## src/rtl/seg_pkg.sv

```systemverilog
// Shared constants for the multiplexed 7-segment driver: the blank pattern and
// the active-low hex glyph table ({g,f,e,d,c,b,a}, bit0 = a).
package seg_pkg;

  localparam logic [6:0] SEG_BLANK = 7'h7F;

  localparam logic [6:0] SEG_HEX [16] = '{
    7'h40, 7'h79, 7'h24, 7'h30, 7'h19, 7'h12, 7'h02, 7'h78,
    7'h00, 7'h10, 7'h08, 7'h03, 7'h46, 7'h21, 7'h06, 7'h0E
  };

  function automatic logic [6:0] hex_to_seg(input logic [3:0] nibble);
    return SEG_HEX[nibble];
  endfunction

endpackage

```

## src/rtl/seg_hex_decoder.sv

```systemverilog
// Combinational nibble to active-low 7-segment glyph.
module seg_hex_decoder
  import seg_pkg::*;
(
  input  logic [3:0] nibble_i,
  output logic [6:0] seg_o
);

  assign seg_o = hex_to_seg(nibble_i);

endmodule

```

## src/rtl/seg_scan_driver.sv

```systemverilog
// N-digit multiplexed 7-segment scanner with frame-coherent input capture,
// leading-zero suppression and a per-slot blanking gap.
module seg_scan_driver
  import seg_pkg::*;
#(
  parameter int NUM_DIGITS   = 4,
  parameter int REFRESH_DIV  = 100000,
  parameter int BLANK_CYCLES = 16
) (
  input  logic                    clock_i,
  input  logic                    reset_i,
  input  logic                    en_i,
  input  logic [4*NUM_DIGITS-1:0] digit_val_i,
  input  logic [7*NUM_DIGITS-1:0] raw_seg_i,
  input  logic [NUM_DIGITS-1:0]   raw_mode_i,
  input  logic [NUM_DIGITS-1:0]   dp_in_i,
  input  logic [NUM_DIGITS-1:0]   digit_en_i,
  input  logic                    lz_suppress_i,
  output logic [6:0]              seg_o,
  output logic                    dp_o,
  output logic [NUM_DIGITS-1:0]   an_o,
  output logic                    frame_tick_o
);

  localparam int CNT_W  = (REFRESH_DIV > 1) ? $clog2(REFRESH_DIV) : 1;
  localparam int SLOT_W = (NUM_DIGITS > 1) ? $clog2(NUM_DIGITS) : 1;

  localparam logic [CNT_W-1:0]  CNT_LAST  = CNT_W'(REFRESH_DIV - 1);
  localparam logic [CNT_W-1:0]  CNT_BLANK = CNT_W'(BLANK_CYCLES);
  localparam logic [SLOT_W-1:0] SLOT_LAST = SLOT_W'(NUM_DIGITS - 1);

  logic [CNT_W-1:0]  cnt_q, cnt_d;
  logic [SLOT_W-1:0] slot_q, slot_d;

  // Shadow copy of the inputs, reloaded once per frame.
  logic [NUM_DIGITS-1:0][3:0] sh_val_q;
  logic [NUM_DIGITS-1:0][6:0] sh_raw_q;
  logic [NUM_DIGITS-1:0]      sh_mode_q;
  logic [NUM_DIGITS-1:0]      sh_dp_q;
  logic [NUM_DIGITS-1:0]      sh_den_q;
  logic                       sh_lz_q;

  logic [NUM_DIGITS-1:0] an_q, an_d;
  logic [6:0]            seg_q, seg_d;
  logic                  dpo_q, dpo_d;
  logic                  tick_q;

  logic                  capture;
  logic [NUM_DIGITS-1:0] supp;
  logic [6:0]            hex_seg;

  assign capture = en_i && (cnt_q == '0) && (slot_q == '0);

  always_comb begin
    cnt_d  = cnt_q;
    slot_d = slot_q;
    if (!en_i) begin
      cnt_d  = '0;
      slot_d = '0;
    end else if (cnt_q == CNT_LAST) begin
      cnt_d  = '0;
      slot_d = (slot_q == SLOT_LAST) ? '0 : slot_q + 1'b1;
    end else begin
      cnt_d = cnt_q + 1'b1;
    end
  end

  // Walk from the most significant digit down; suppression continues only while
  // every digit above is disabled or itself suppressed.
  always_comb begin
    logic clear;
    supp  = '0;
    clear = 1'b1;
    for (int i = NUM_DIGITS - 1; i >= 1; i--) begin
      supp[i] = sh_lz_q && !sh_mode_q[i] && (sh_val_q[i] == 4'h0) && clear;
      clear   = clear && (!sh_den_q[i] || supp[i]);
    end
  end

  seg_hex_decoder u_hex (
    .nibble_i (sh_val_q[slot_q]),
    .seg_o    (hex_seg)
  );

  always_comb begin
    an_d  = '1;
    seg_d = SEG_BLANK;
    dpo_d = 1'b1;
    if (en_i && (cnt_q >= CNT_BLANK) && sh_den_q[slot_q] && !supp[slot_q]) begin
      an_d  = ~(NUM_DIGITS'(1) << slot_q);
      seg_d = sh_mode_q[slot_q] ? sh_raw_q[slot_q] : hex_seg;
      dpo_d = ~sh_dp_q[slot_q];
    end
  end

  always_ff @(posedge clock_i) begin
    if (reset_i) begin
      cnt_q     <= '0;
      slot_q    <= '0;
      sh_val_q  <= '0;
      sh_raw_q  <= '0;
      sh_mode_q <= '0;
      sh_dp_q   <= '0;
      sh_den_q  <= '0;
      sh_lz_q   <= 1'b0;
      an_q      <= '1;
      seg_q     <= SEG_BLANK;
      dpo_q     <= 1'b1;
      tick_q    <= 1'b0;
    end else begin
      cnt_q  <= cnt_d;
      slot_q <= slot_d;
      an_q   <= an_d;
      seg_q  <= seg_d;
      dpo_q  <= dpo_d;
      tick_q <= capture;
      // Capture lands on a blanked cycle, so the display never sees a half-loaded frame.
      if (capture) begin
        sh_val_q  <= digit_val_i;
        sh_raw_q  <= raw_seg_i;
        sh_mode_q <= raw_mode_i;
        sh_dp_q   <= dp_in_i;
        sh_den_q  <= digit_en_i;
        sh_lz_q   <= lz_suppress_i;
      end
    end
  end

  assign an_o         = an_q;
  assign seg_o        = seg_q;
  assign dp_o         = dpo_q;
  assign frame_tick_o = tick_q;

endmodule

```

## config.mk

```make
export PLATFORM = sky130hd
export DESIGN_NAME = seg_scan_driver
export DESIGN_NICKNAME = d
export VERILOG_FILES = /design/src/rtl/seg_pkg.sv /design/src/rtl/seg_hex_decoder.sv /design/src/rtl/seg_scan_driver.sv
export SDC_FILE = /design/constraint.sdc
export NUM_CORES = 1
export LEC_CHECK = 0
export CORE_MARGIN = 3
export CORE_UTILIZATION = 35
export DETAILED_ROUTE_END_ITERATION = 8
export PLACE_DENSITY = 0.54
export SYNTH_ARGS = -nofsm -noshare
export SYNTH_HDL_FRONTEND = slang
export SYNTH_HIERARCHICAL = 1
export SYNTH_SLANG_ARGS = --single-unit
```

## constraint.sdc

```tcl
create_clock -name clock_i -period 3.2 [get_ports clock_i]
set_input_delay 0.32 -clock clock_i [delete_from_list [all_inputs] [get_ports clock_i]]
set_output_delay 0.32 -clock clock_i [all_outputs]
set_load 0.02 [all_outputs]
```

==> results.yml, run 1 <==
global_routing:
  grt_max_degree: 59
  overflow: 0
  grt_util_all_layers_pct: 17.08
  grt_pass1_vias: 3476
  antenna_found_initial: 0
  grt_pass1_wl_um: 18110
pwr:
  seqPwrFrac_pct: 48.2
  p_sw_uw: 566.5
  p_leak_nw: 1.802
  power.internal_mw: 1.895
  power_switching_share_pct: 23.01
  pwr_density_cell_nw_per_um2: 466.1
  power_frac_clock_pct: 41.0
  comb_power_share_pct: 10.7
  ir_drop_v: 0.0002138
finish:
  register_area_um2: 1782
  multi_input_area_um2: 2192
  fill_cells: 1157
  final_area_um2: 5281
  drive_above_1_share_pct: 8.621
  final_common_cell: "dfxtp_1"
  area_growth_pct: 24.26
  fin_nets: 591
  layout_common_cells: "89 x dfxtp_1, 74 x nand3_1, 71 x clkdlybuf4s50_1"
  layout.cells.non_filler: 665
  num_antenna_cells: 0
worst_hold_path:
  min_path_type: "in2reg"
synth:
  synthCells: 469
  async_flop_share_pct: 0
  synth_ff_type: "dfxtp_1"
  synth.avg_cell_area_um2: 9.063
  yosysWarnings: 6
  syn_nets: 542
  syn_area_um2: 4250
  synth_enable_flop_cells: 0
  ys_ff_latch: 89
  ys_seq_area_share_pct: 41.92
  ys_types: 39
setup_path:
  path_delay_family: "multiplexers"
  cp_cell_sequence: "mux4_2 > inv_1 > ha_1 > inv_1 > mux4_2 > mux2i_1 > nand3_1"
  critPathKind: "reg2reg"
  crit_path_end_kind: "flip-flop"
  crit_buf_inv: 2
  slowest_delay_ns: 0.66
  start_kind: "flip-flop"
  critPathMaxFanout: 8
  arrival_ns: 2.66
  cp_slowest_cell: "mux4_2"
  cp_data_required_time_ns: 3.40
timing:
  fin_crit_ns: 2.456
  finalCritPeriodShare_pct: 76.76
  rsz0062_at_grt: "false"
  worst_pin_slew_ns: 0.7512
  timing.slew.headroom_pct: 49.91
  postLayoutSetupSlackWorst_ns: 0.7436
  max_freq_mhz: 407.1
  maxSlewViolCount: 0
  finalSetupTns_ns: 0
  fin_worst_skew_ns: 0.007837
  hold_viol: 0
  setup_violations: 0
drt:
  wl_um: 10920
  firstDrtPassIters: 4
  wire_per_inst_um: 16.43
  ant_nets: 0
  drtIter0Drc: 218
  remaining_drc_errors: 0
  vias_per_cell: 5.468
  vias: 3636
die:
  core_um2: 11660
  pin_count: 73
  die_w_um: 116.2
  design.die.area_um2: 13500
  placementRows: 39
  start_util_pct: 36.44
  fp.dieH_um: 116.2
place:
  placed_cells: 650
  dpl_worst_slack_ns: 0.7133
  hpwlAfterDp_um: 7846
  io_buffers: 72
  place_area_um2: 5002
  gp_congestion: 0.7943
clock_tree:
  cts_setup_buffers: 0
  htreeDepth: 3
  cts_root_buffer: "clkbuf_16"
  cts_resized: 0
  clkSlewWorstSetupHoldPaths_ns: 0.06
  postCtsHoldBufs: 0
  insertion_delay_ns: 0.34
  cts_tree: "built"
  numCtsBuffers: 9
  clock_path_buffers: 2
  cts_sinks: 89
job:
  cap_viol_max_count: 0
status:
  status: "finished clean"
registers in the layout, summed over array words and instances, names as in the netlist:
| register | flops |
|---|---|
| an_o | 4 |
| cnt_q | 17 |
| dp_o | 1 |
| frame_tick_o | 1 |
| seg_o | 7 |
| sh_den_q | 4 |
| sh_dp_q | 4 |
| sh_lz_q | 1 |
| sh_mode_q | 4 |
| sh_raw_q | 28 |
| sh_val_q | 16 |
| slot_q | 2 |
through the flow:
stage / utilization (%) / power (mW) / hold WS, ns
5_1_grt: 45.28 / 2.577 / 0.4466
3_3_place_gp: 42.89 / 1.472 / 0.4391
3_5_place_dp: 42.89 / 1.477 / 0.4501
2_1_floorplan: - / 1.351 / 0.4254
4_1_cts: 45.28 / 2.492 / 0.4289
6_report: 45.28 / 2.462 / 0.4330
worst reg2reg max path: stages, from the launching register on:
cell and delay, ns:
dfxtp_1 0.61, mux4_2 0.66, inv_1 0.17, ha_1 0.16
inv_1 0.05, mux4_2 0.45, mux2i_1 0.13, nand3_1 0.09
Yosys cell counts (8+ instances only):
cell / instances / area, µm²
nand3_1: 74 / 370.4
mux4_2: 15 / 337.8
a21oi_1: 68 / 340.3
clkbuf_1: 25 / 93.84
nor2_1: 18 / 67.56
inv_1: 11 / 41.29
xor2_1: 8 / 70.07
ha_1: 13 / 162.7
dfxtp_1: 89 / 1782
mux2i_1: 13 / 130.1
o21ai_0: 58 / 290.3
cell families after synthesis:
| kind of cell | count (synthesis) | share of synthesized area, % |
|---|---|---|
| AOI/OAI and AO/OA | 141 | 17.31 |
| and+or+nand+nor | 135 | 17.52 |
| DFF | 89 | 41.92 |
| buffers and inverters | 54 | 6.565 |
| muxes | 28 | 11.01 |
| adders and majority gates | 13 | 3.827 |
| xor gates and xnor gates | 9 | 1.855 |
worst paths after layout:
check,cells past startpoint,from,slack (ns),to
setup / recovery,7,slot_q[0]$_SDFFE_PP0P_,0.74,seg_o[3]$_SDFF_PP1_
hold reg to reg,1,cnt_q[0]$_SDFF_PP0_,0.46,cnt_q[0]$_SDFF_PP0_
hold / removal,2,reset_i,0.43,sh_dp_q[3]$_SDFFE_PP0P_
setup reg to reg,7,slot_q[0]$_SDFFE_PP0P_,0.74,seg_o[3]$_SDFF_PP1_
power groups by stage:
stage | sequential (mW) | combinational (mW) | clock, mW
2_1_floorplan | 1.19 | 0.156 | 0
3_3_place_gp | 1.21 | 0.262 | 0
3_5_place_dp | 1.21 | 0.266 | 0
4_1_cts | 1.19 | 0.267 | 1.04
5_1_grt | 1.19 | 0.296 | 1.09
6_report | 1.19 | 0.265 | 1.01
per-layer routing:
metal  track usage [%]  share of wire (%)  vias up
met5                 0                  0        -
met4             6.497                1.7        0
met3             3.264                5.0       12
met2             24.97                 44       79
met1             24.95                 50     1734
li1                  -                  -     1811
layout make-up:
| cell class | instances | area share, % |
|---|---|---|
| timing repair buffer | 81 | 15.30 |
| clock buffer | 12 | 4.478 |
| clock inverter | 3 | 0.8055 |
| sequential | 89 | 33.74 |
| multi-input combinational | 326 | 41.51 |
| tap | 143 | 3.388 |
| inverter | 11 | 0.7818 |
No activity file was read; power rests on OpenSTA's default activity.
==> run 2: changes to the inputs <==
clock period = 2.56 ns   (was 3.2 ns; I/O delays follow)
==> run 2 against run 1 <==
- routed wire length increased by 1.4%
- setup slack got worse by 0.46 ns
- clock power increased by 50%
- count of clock-buffer cells in the layout fell by 1
- cell area rose by 0.92%
- critical path type unchanged
- highest routed layer unchanged
==> results.yml, run 2 (synthesis gave the netlist of run 1 again) <==
status:
  status: "finished clean"
pwr:
  p_leak_nw: 1.828
  pwr_density_cell_nw_per_um2: 625.1
  ir_drop_v: 0.0003033
drt:
  vias: 3667
  firstDrtPassIters: 4
  remaining_drc_errors: 0
  ant_nets: 0
  drtIter0Drc: 242
  wire_per_inst_um: 16.60
  wl_um: 11070
  vias_per_cell: 5.498
place:
  gp_congestion: 0.8060
  place_area_um2: 4985
  dpl_worst_slack_ns: 0.3079
  placed_cells: 651
  io_buffers: 72
  hpwlAfterDp_um: 7349
die:
  design.die.area_um2: 13500
  start_util_pct: 36.44
  core_um2: 11660
  die_w_um: 116.2
  pin_count: 73
  placementRows: 39
  fp.dieH_um: 116.2
timing:
  fin_crit_ns: 2.273
  maxSlewViolCount: 0
  hold_viol: 0
  fin_worst_skew_ns: 0.006978
  setup_violations: 0
  rsz0062_at_grt: "false"
  max_freq_mhz: 440.0
  postLayoutSetupSlackWorst_ns: 0.2872
  finalSetupTns_ns: 0
  worst_pin_slew_ns: 1.111
  timing.slew.headroom_pct: 25.95
  finalCritPeriodShare_pct: 88.78
clock_tree:
  cts_sinks: 89
  postCtsHoldBufs: 0
  htreeDepth: 3
  numCtsBuffers: 9
  insertion_delay_ns: 0.34
  clock_path_buffers: 2
  cts_root_buffer: "clkbuf_16"
  cts_tree: "built"
  cts_resized: 0
  cts_setup_buffers: 0
  clkSlewWorstSetupHoldPaths_ns: 0.06
global_routing:
  grt_max_degree: 60
  grt_pass1_wl_um: 17940
  grt_util_all_layers_pct: 16.65
  antenna_found_initial: 0
  overflow: 0
  grt_pass1_vias: 3526
worst_hold_path:
  whs_endpoint: "an_o[0]$_SDFF_PP1_"
  whs_path_depth: 4
  min-delay-start: "reset_i"
  min_path_type: "in2reg"
setup_path:
  cp_data_required_time_ns: 2.83
  reg2regPathDepth: 6
  crit_path_end_kind: "flip-flop"
  ff2ff_setup_slack_ns: 0.29
  timing.rr.start: "slot_q[0]$_SDFFE_PP0P_"
  critPathMaxFanout: 57
  start_kind: "flip-flop"
  critPathKind: "reg2reg"
  reg2reg_to: "sh_mode_q[1]$_SDFFE_PP0P_"
  arrival_ns: 2.54
finish:
  final_area_um2: 5330
  area_growth_pct: 25.40
  drive_above_1_share_pct: 9.351
  layout.cells.non_filler: 667
  top_register: "sh_raw_q"
  num_antenna_cells: 0
  fin_nets: 592
  largest_reg_flops: 28
  reg_top3: "sh_raw_q x28, cnt_q x17, sh_val_q x16"
  final_common_cell: "dfxtp_1"
  layout_common_cells: "89 x dfxtp_1, 74 x nand3_1, 71 x clkdlybuf4s50_1"
  fill_cells: 1127
job:
  cap_viol_max_count: 0
==> run 2: how the worst max path moves through the flow <==
stage | start | end | slack [ns] | cells past startpoint
after detailed placement | slot_q[0]$_SDFFE_PP0P_ | sh_mode_q[1]$_SDFFE_PP0P_ | 0.31 | 6
after global placement | slot_q[1]$_SDFFE_PP0P_ | seg_o[3]$_SDFF_PP1_ | 0.34 | 8
final | slot_q[0]$_SDFFE_PP0P_ | sh_mode_q[1]$_SDFFE_PP0P_ | 0.29 | 6
after floorplan | slot_q[0]$_SDFFE_PP0P_ | seg_o[3]$_SDFF_PP1_ | 0.17 | 9
after global routing | slot_q[0]$_SDFFE_PP0P_ | sh_mode_q[3]$_SDFFE_PP0P_ | 0.06 | 6
after CTS | slot_q[0]$_SDFFE_PP0P_ | sh_mode_q[1]$_SDFFE_PP0P_ | 0.29 | 6
==> run 2: critical path, cell delays in order (launching register included) <==
cell     delay (ns)
dfxtp_1        0.32
buf_4          0.20
inv_1          0.11
ha_1           0.20
and4_2         0.98
nand3_1        0.20
a21oi_1        0.17
==> run 2: through the flow <==
stage	util, %	hold slack (ns)	power (mW)
after floorplan	-	0.4037	1.689
final	45.70	0.4236	3.332
after detailed placement	42.74	0.4494	1.839
after global routing	45.70	0.4488	3.456
after global placement	42.74	0.4393	1.836
after CTS	45.70	0.4219	3.363
==> run 2: area by class of cell <==
type	count	area [µm²]	area share [%]
timing repair buffer	82	790.8	14.84
tap	143	178.9	3.357
clock inverter	5	102.6	1.925
clock buffer	11	242.7	4.554
sequential	89	1782	33.43
inverter	11	41.29	0.7746
multi-input combinational	326	2192	41.13
==> run 2: metal layers <==
| metal | GRT usage (%) | part of all wire, % | up-vias |
|---|---|---|---|
| li1 | - | - | 1815 |
| met1 | 23.82 | 49 | 1752 |
| met2 | 24.47 | 44 | 90 |
| met3 | 3.938 | 5.2 | 10 |
| met4 | 6.110 | 1.2 | 0 |
| met5 | 0 | 0 | - |
==> run 2: where the power goes <==
group / switching (mW) / internal [mW]
combinational: 0.158 / 0.173
clock: 0.542 / 0.979
sequential: 0.0375 / 1.44
total: 0.737 / 2.59
==> run 3: changes to the inputs <==
ABC_CLOCK_PERIOD_IN_PS = 2560   (was not set)
==> results of run 3 <==
Same layout as run 2: the final DEF is identical, and so are final timing and power.
